**src/rtl/mem_access_ctrl.sv**
```systemverilog
// Sequencer for the multicycle core's unified word memory. It arbitrates the core
// load/store port against the boot-loader write port and handles sub-word accesses.
//
// state | meaning
// IDLE  | sample and arbitrate requests, latch the accepted access
// RD    | word address presented, memory read in flight
// CAP   | read word formatted into core_rdata (load) or merged with store data (SB/SH)
// WR    | single-cycle memory write of the latched or merged word
// DONE  | completion pulse to the granted requester, round-robin pointer update
module mem_access_ctrl #(
    parameter int MEM_AW = 12
) (
    input  logic              clk,
    input  logic              rst_n,
    input  logic              core_req,
    input  logic              core_we,
    input  logic [2:0]        core_funct3,
    input  logic [31:0]       core_addr,
    input  logic [31:0]       core_wdata,
    output logic [31:0]       core_rdata,
    output logic              core_done,
    output logic              core_err,
    input  logic              ldr_req,
    input  logic [31:0]       ldr_addr,
    input  logic [31:0]       ldr_wdata,
    output logic              ldr_done,
    output logic [MEM_AW-1:0] mem_addr,
    output logic [31:0]       mem_wdata,
    output logic              mem_we,
    input  logic [31:0]       mem_rdata
);

    localparam logic [2:0] S_IDLE = 3'd0;
    localparam logic [2:0] S_RD   = 3'd1;
    localparam logic [2:0] S_CAP  = 3'd2;
    localparam logic [2:0] S_WR   = 3'd3;
    localparam logic [2:0] S_DONE = 3'd4;

    localparam logic [2:0] F3_B  = 3'b000;
    localparam logic [2:0] F3_H  = 3'b001;
    localparam logic [2:0] F3_W  = 3'b010;
    localparam logic [2:0] F3_BU = 3'b100;
    localparam logic [2:0] F3_HU = 3'b101;

    logic [2:0]        state_q, state_d;
    logic [MEM_AW+1:0] addr_q, addr_d;
    logic [31:0]       wdata_q, wdata_d;
    logic [2:0]        funct3_q, funct3_d;
    logic              we_q, we_d;
    logic              gnt_core_q, gnt_core_d;
    logic              last_core_q, last_core_d;
    logic              err_q, err_d;
    logic [31:0]       rdata_q, rdata_d;

    logic              take_core;
    logic              take_ldr;
    logic              core_bad;

    // Address bits above the memory window wrap; loader byte offset is don't-care.
    logic unused_addr_bits;
    assign unused_addr_bits = ^{core_addr[31:MEM_AW+2], ldr_addr[31:MEM_AW+2]};

    function automatic logic [31:0] fmt_load(input logic [2:0]  f3,
                                             input logic [1:0]  lane,
                                             input logic [31:0] w);
        logic [31:0] shifted;
        logic [7:0]  b;
        logic [15:0] h;
        shifted = w >> {lane, 3'b000};
        b       = shifted[7:0];
        h       = lane[1] ? w[31:16] : w[15:0];
        case (f3)
            F3_B:    fmt_load = {{24{b[7]}}, b};
            F3_H:    fmt_load = {{16{h[15]}}, h};
            F3_BU:   fmt_load = {24'h0, b};
            F3_HU:   fmt_load = {16'h0, h};
            default: fmt_load = w;
        endcase
    endfunction

    function automatic logic [31:0] merge_store(input logic [2:0]  f3,
                                                input logic [1:0]  lane,
                                                input logic [31:0] old_w,
                                                input logic [31:0] wd);
        logic [31:0] m;
        m = old_w;
        if (f3 == F3_B) begin
            case (lane)
                2'd0:    m[7:0]   = wd[7:0];
                2'd1:    m[15:8]  = wd[7:0];
                2'd2:    m[23:16] = wd[7:0];
                default: m[31:24] = wd[7:0];
            endcase
        end else if (lane[1]) begin
            m[31:16] = wd[15:0];
        end else begin
            m[15:0] = wd[15:0];
        end
        merge_store = m;
    endfunction

    always_comb begin
        core_bad = 1'b0;
        if (core_we) begin
            case (core_funct3)
                F3_B:    core_bad = 1'b0;
                F3_H:    core_bad = core_addr[0];
                F3_W:    core_bad = |core_addr[1:0];
                default: core_bad = 1'b1;
            endcase
        end else begin
            case (core_funct3)
                F3_B, F3_BU: core_bad = 1'b0;
                F3_H, F3_HU: core_bad = core_addr[0];
                F3_W:        core_bad = |core_addr[1:0];
                default:     core_bad = 1'b1;
            endcase
        end
    end

    // On a tie the requester that did not win last time is served.
    assign take_core = core_req && (!ldr_req || !last_core_q);
    assign take_ldr  = ldr_req && !take_core;

    always_comb begin
        state_d     = state_q;
        addr_d      = addr_q;
        wdata_d     = wdata_q;
        funct3_d    = funct3_q;
        we_d        = we_q;
        gnt_core_d  = gnt_core_q;
        last_core_d = last_core_q;
        err_d       = err_q;
        rdata_d     = rdata_q;
        case (state_q)
            S_IDLE: begin
                if (take_ldr) begin
                    addr_d     = ldr_addr[MEM_AW+1:0];
                    wdata_d    = ldr_wdata;
                    funct3_d   = F3_W;
                    we_d       = 1'b1;
                    gnt_core_d = 1'b0;
                    err_d      = 1'b0;
                    state_d    = S_WR;
                end else if (take_core) begin
                    addr_d     = core_addr[MEM_AW+1:0];
                    wdata_d    = core_wdata;
                    funct3_d   = core_funct3;
                    we_d       = core_we;
                    gnt_core_d = 1'b1;
                    err_d      = core_bad;
                    if (core_bad) begin
                        rdata_d = '0;
                        state_d = S_DONE;
                    end else if (core_we && (core_funct3 == F3_W)) begin
                        state_d = S_WR;
                    end else begin
                        state_d = S_RD;
                    end
                end
            end
            S_RD: begin
                state_d = S_CAP;
            end
            S_CAP: begin
                if (we_q) begin
                    wdata_d = merge_store(funct3_q, addr_q[1:0], mem_rdata, wdata_q);
                    state_d = S_WR;
                end else begin
                    rdata_d = fmt_load(funct3_q, addr_q[1:0], mem_rdata);
                    state_d = S_DONE;
                end
            end
            S_WR: begin
                state_d = S_DONE;
            end
            S_DONE: begin
                last_core_d = gnt_core_q;
                state_d     = S_IDLE;
            end
            default: begin
                state_d = S_IDLE;
            end
        endcase
    end

    always_ff @(posedge clk or negedge rst_n) begin
        if (!rst_n) begin
            state_q     <= S_IDLE;
            addr_q      <= '0;
            wdata_q     <= '0;
            funct3_q    <= '0;
            we_q        <= 1'b0;
            gnt_core_q  <= 1'b0;
            last_core_q <= 1'b1;
            err_q       <= 1'b0;
            rdata_q     <= '0;
        end else begin
            state_q     <= state_d;
            addr_q      <= addr_d;
            wdata_q     <= wdata_d;
            funct3_q    <= funct3_d;
            we_q        <= we_d;
            gnt_core_q  <= gnt_core_d;
            last_core_q <= last_core_d;
            err_q       <= err_d;
            rdata_q     <= rdata_d;
        end
    end

    assign core_done  = (state_q == S_DONE) && gnt_core_q;
    assign ldr_done   = (state_q == S_DONE) && !gnt_core_q;
    assign core_err   = core_done && err_q;
    assign core_rdata = rdata_q;
    assign mem_we     = (state_q == S_WR);
    assign mem_addr   = addr_q[MEM_AW+1:2];
    assign mem_wdata  = wdata_q;

endmodule

```
**config.mk**
```make
export PLATFORM = sky130hd
export DESIGN_NAME = mem_access_ctrl
export DESIGN_NICKNAME = d
export VERILOG_FILES = /design/src/rtl/mem_access_ctrl.sv
export SDC_FILE = /design/constraint.sdc
export NUM_CORES = 1
export LEC_CHECK = 0
export ABC_AREA = 1
export CAP_MARGIN = 20
export CORE_ASPECT_RATIO = 0.75
export CORE_MARGIN = 2
export CORE_UTILIZATION = 47
export CTS_BUF_LIST = sky130_fd_sc_hd__clkbuf_4 sky130_fd_sc_hd__clkbuf_8
export CTS_CLUSTER_SIZE = 30
export DETAILED_ROUTE_END_ITERATION = 12
export PLACE_DENSITY = 0.95
export SKIP_LAST_GASP = 1
export SYNTH_ARGS = -nofsm -noshare
export SYNTH_HDL_FRONTEND = slang
export SYNTH_SLANG_ARGS = --single-unit
```
**constraint.sdc**
```tcl
create_clock -name clk -period 2.4 [get_ports clk]
set_input_delay 0.6 -clock clk [delete_from_list [all_inputs] [get_ports clk]]
set_output_delay 0.6 -clock clk [all_outputs]
set_load 0.01 [all_outputs]
```
## Yosys cells after proc, flatten, opt, wreduce, memory -nomap -nowiden

Cells that the tools add are included.
Widths: inputs -> output; s select.

- Eq/ne operators: 21
- Shift-type cells: 1
- Mux-type cells: 37
- Reduce and logical (&&, ||, !) cells: 26

Operator list:

| cell | number |
|---|---|
| $mux 32 | 8 |
| $pmux 32 s2 | 2 |
| $pmux 32 s4 | 1 |
| $mux 16 | 3 |
| $mux 8 | 4 |
| $shr 32x5->8 | 1 |
| $mux 14 | 2 |
| $mux 3 | 6 |
| $eq 3x3->1 const B | 5 |
| $pmux 3 s4 | 1 |
| $ne 2x2->1 const B | 5 |
| $reduce_and 5->1 | 2 |
| $eq 3x1->1 const B | 3 |
| $eq 3x2->1 const B | 3 |
| $logic_not 3->1 | 3 |
| $ne 3x3->1 const B | 3 |
| $mux 1 | 7 |
| $logic_and 1x1->1 | 6 |
| $pmux 1 s3 | 2 |
| $reduce_or 2->1 | 3 |
| $logic_not 1->1 | 4 |
| $reduce_and 4->1 | 1 |
| $reduce_bool 2->1 | 2 |
| $reduce_and 3->1 | 1 |
| other kinds (7) | 7 |

- Bits in registers: 88
- Input bits: 168
- Output and inout port bits: 80
- Word-level logic and storage cells: 96

## Logic depth before layout (Yosys ltp)

- Depth in word-level cells: 8
- Depth in mapped cells: 11

## Least setup slack after synthesis

Ideal clock, no wire load.

- Path kind: input-to-reg
- Start: input port ldr_req
- End: register wdata_q[0] (netlist: mem_wdata[0])
- Arrival: 1493 ps
- Required time: 2273 ps
- Slack: 780 ps
- Cell stages on the path: 9
- Cell sequence: inv_1 -> a21oi_1 -> buf_2 -> buf_2 -> nand2_1 -> o211ai_1 -> o21ai_0 -> nand2_1 -> o21ai_0

- Word-level cells in the longest chain between the ends: 7
- Elaborated cells on any way between the ends: 9
- Those cells by class: eq/ne: 1; mux: 2; reduce/logical: 6

RTL lines:

| what | line | source |
|---|---|---|
| start: declaration | 23 | `input logic ldr_req,` |
| $logic_not 1->1 | 122 | `assign take_core = core_req && (!ldr_req \|\| !last_core_q);` |
| $logic_or 1x1->1 | 122 |  |
| $logic_and 1x1->1 | 122 |  |
| $logic_not 1->1 | 123 | `assign take_ldr = ldr_req && !take_core;` |
| $logic_and 1x1->1 | 123 |  |
| $ne 3x3->1 (no line) / $mux 32 (equally long branches) | - |  |
| $reduce_and 5->1 (no line) / $pmux 32 s2 (equally long branches) | - |  |
| end signal: assignment | 201 | `wdata_q <= wdata_d;` |
| end: declaration | 47 | `logic [31:0] wdata_q, wdata_d;` |

Several ways; a longest one is shown, not always the timed one.
A chain may end at the register's enable or synchronous reset.

## Worst setup path after layout

- Start: register state_q[1]
- End: output port core_err

- Word-level cells in the longest chain between the ends: 3

RTL lines:

| what | line | source |
|---|---|---|
| start: declaration | 45 | `logic [2:0] state_q, state_d;` |
| start signal: assignment | 199 | `state_q <= state_d;` |
| $eq 3x3->1 | 211 | `assign core_done = (state_q == S_DONE) && gnt_core_q;` |
| $logic_and 1x1->1 | 211 |  |
| $logic_and 1x1->1 | 213 | `assign core_err = core_done && err_q;` |
| end: declaration | 22 | `output logic core_err,` |

Every way passes these cells.

==> impl_results.md <==
* Die Height at 99.0 um
* Die X at 131 um
* Largest net degree at the start of global routing at 50
* Dpl cells at 1204
* Port Buffers at 211
* Clock buffer depth at 2
* Max H-tree Level at 3
* Layout Skew at 0.0148 ns
* CP Capture Type: output pin
* Cts bufs inserted at 9
* Final-report max-slew violation count at 0
* Top delay family on crit path: buffers and inverters
* Worst-path clk slew at 0.10 ns
* MaxCap Viol Count at 0
* Maximum vdd drop at 0.000564 V
* TritonCTS clock tree: yes
* Worst path bufs/invs at 1
* DRT Wirelength at 19700 um
* Synth warnings at 0
* Post-synthesis sequential area ratio at 0.390
* Worst hold path class: in2async
* Clk sinks at 88
* Actual slew at the worst max-slew pin at 0.518 ns
* Post-synth cell types at 28
* P_leak at 3.85 nW
* DRC Markers at 0
* Io pins at 248
* Fin cells at 1220
* Tot GR Track Use at 0.307
* Fillers at 978
* Vias in the first global route at 6251
* CP Max Fanout at 3
* Initial antenna violation count at 2
* Outcome: complete, no violations
* Die Area at 0.0129 mm2
* GP Congestion at 0.994
* Layout cells sized above 1 at 0.0577
* Nets at 1221
* Final hold vios at 0
* First-pass GRT wire length at 31100 um
* Mapped Cells at 870
* CP Class: reg2out
* Worst Setup Start Kind: flip-flop
* F_max at 0.421 GHz
* Row cnt at 34
* Slew headroom at 0.655
* Slowest CP cell: clkdlybuf4s50_1
* Wire length per cell at 16.1 um
* Synthesis-to-finish area growth at 43.1%
* Core footprint at 0.0117 mm2
* Critical Path AT at 1.77 ns
* Worst skew pair latency at 0.38 ns
* Hold_buf cts at 0
* Cell area after synthesis at 0.00566 mm2
* Initial DRC Count at 725
* Crit path largest cell delay at 0.54 ns
* HPWL after DPL at 14700 um
* Power per cell area at 1160 mW/mm2
* Synthesized net count at 1038
* Setup violators final at 0
* Grt total ovfl at 0
* Tmin final at 2.37 ns
* Worst-path cell chain: nor3_4 > and3_1 > clkdlybuf4s50_1
* Vias at 6608
* Worst Path Required at 1.80 ns
* CTS Root Cell: clkbuf_8
* Routed Antenna Nets at 0
* Finished Core Util at 0.694
* TritonRoute pass-1 iters at 6
* Mean Syn Cell Area at 6.50 um2
* Yosys reg bits at 88
* Final period util at 0.989
* Initial core utilization at 0.485
* Number of diodes at 0
* Unrepaired setup endpoints after global routing: yes
* Vias per cell at 5.42
[flip-flops by register name (all words and copies together) (netlist names)]
register and count:
funct3_q 3, err_q 1, core_rdata 32, we_q 1, last_core_q 1, state_q 3
addr_q 14, gnt_core_q 1, mem_wdata 32
[cells in the mapped netlist (all sizes together)]
master,instances,area [um2]
nand3,40,218
dfrtp,87,2180
nand4,2,18.8
o211ai,19,143
a31oi,8,50.1
a21oi,30,150
o21ai,120,601
a22oi,2,15.0
nand2,322,1220
clkbuf,24,90.1
buf,37,239
inv,67,251
and3,1,6.26
dfstp,1,26.3
nor2,104,420
o22ai,3,18.8
nor3,3,15.0
[worst register-to-register path, cell delays in order (launching register included)]
cell and delay (ns):
dfrtp_1 0.44, nor2_2 0.18, nand2_2 0.21, inv_2 0.39
nand2_1 0.14, nor2_1 0.20, nor2_4 0.11, inv_2 0.15
nand2_1 0.08, nand2_1 0.07
[path summary, 6_finish.rpt]
check,startpoint,end,slack [ns],cells past startpoint
worst max-delay path,state_q[1],core_err,0.03,3
worst min-delay path,rst_n,mem_wdata[11],0.1,1
worst max register to register,state_q[0],mem_wdata[12],0.38,9
worst min register to register,err_q,err_q,0.48,2
max in group asynchronous,rst_n,last_core_q,1.67,2
min in group clk,err_q,err_q,0.48,2
[routing by layer]
| layer | up-vias | global-route usage | wire length, um |
|---|---|---|---|
| met1 | 3002 | 0.383 | 7600 |
| li1 | 3131 | - | - |
| met3 | 55 | 0.0917 | 2390 |
| met2 | 418 | 0.505 | 9040 |
| met4 | 2 | 0.109 | 618 |
| met5 | - | 0 | 13 |
[logic make-up (layout without fill, tap and decap cells)]
family | Yosys count | in the layout | share of synthesized area
and+or+nand+nor | 472 | 472 | 0.335
AOI/OAI and AO/OA | 182 | 182 | 0.173
DFF | 88 | 88 | 0.390
buffers and inverters | 128 | 316 | 0.103
[stage by stage]
step | setup slack, ns | power [mW] | hold slack [ns] | setup TNS (ns) | cell area, um2
floorplan | 0.780 | 5.98 | 0.304 | 0 | 5660
global route | -0.0444 | 10.1 | 0.109 | -0.0444 | 8090
detailed placement | 0.0937 | 8.24 | 0.464 | 0 | 7880
finish | 0.0254 | 9.42 | 0.0987 | 0 | 8090
global placement | 0.132 | 8.06 | 0.462 | 0 | 7880
CTS | 0.0129 | 9.33 | 0.0965 | 0 | 8080
[cell usage in the layout (no fill, tap or decap), types with 3 or more instances in the layout]
cell type	instances
a21oi_1	29
a31oi_1	8
buf_12	5
buf_4	18
clkbuf_8	9
clkdlybuf4s50_1	208
clkinvlp_4	3
dfrtp_1	87
inv_1	62
inv_2	5
nand2_1	319
nand2_2	3
nand3_1	38
nor2_1	97
nor2_2	4
nor2_4	3
o211ai_1	19
o21ai_0	113
o21ai_1	7
o22ai_1	3
[cell type report]
class | instances | area, um2 | share of cell area
Multi-Input combinational cell | 654 | 2900 | 0.359
Tap cell | 162 | 203 | 0.0251
Clock buffer | 11 | 139 | 0.0172
Clock inverter | 5 | 57.6 | 0.00711
Timing Repair Buffer | 233 | 2330 | 0.289
Sequential cell | 88 | 2200 | 0.272
Inverter | 67 | 251 | 0.0311
[where the power goes]
group,total [mW],internal [mW],switching [mW]
logic,5.73,2.35,3.37
clock network,1.07,0.503,0.567
registers,2.62,2.15,0.470
total,9.42,5.00,4.41
[timing repair]
item                                    CTS  global route
setup buffers                             0             0
resized for setup                         3             2
pin swaps                                 0             0
endpoints found under the setup margin    3             2
(Power assumes the default switching activity.)
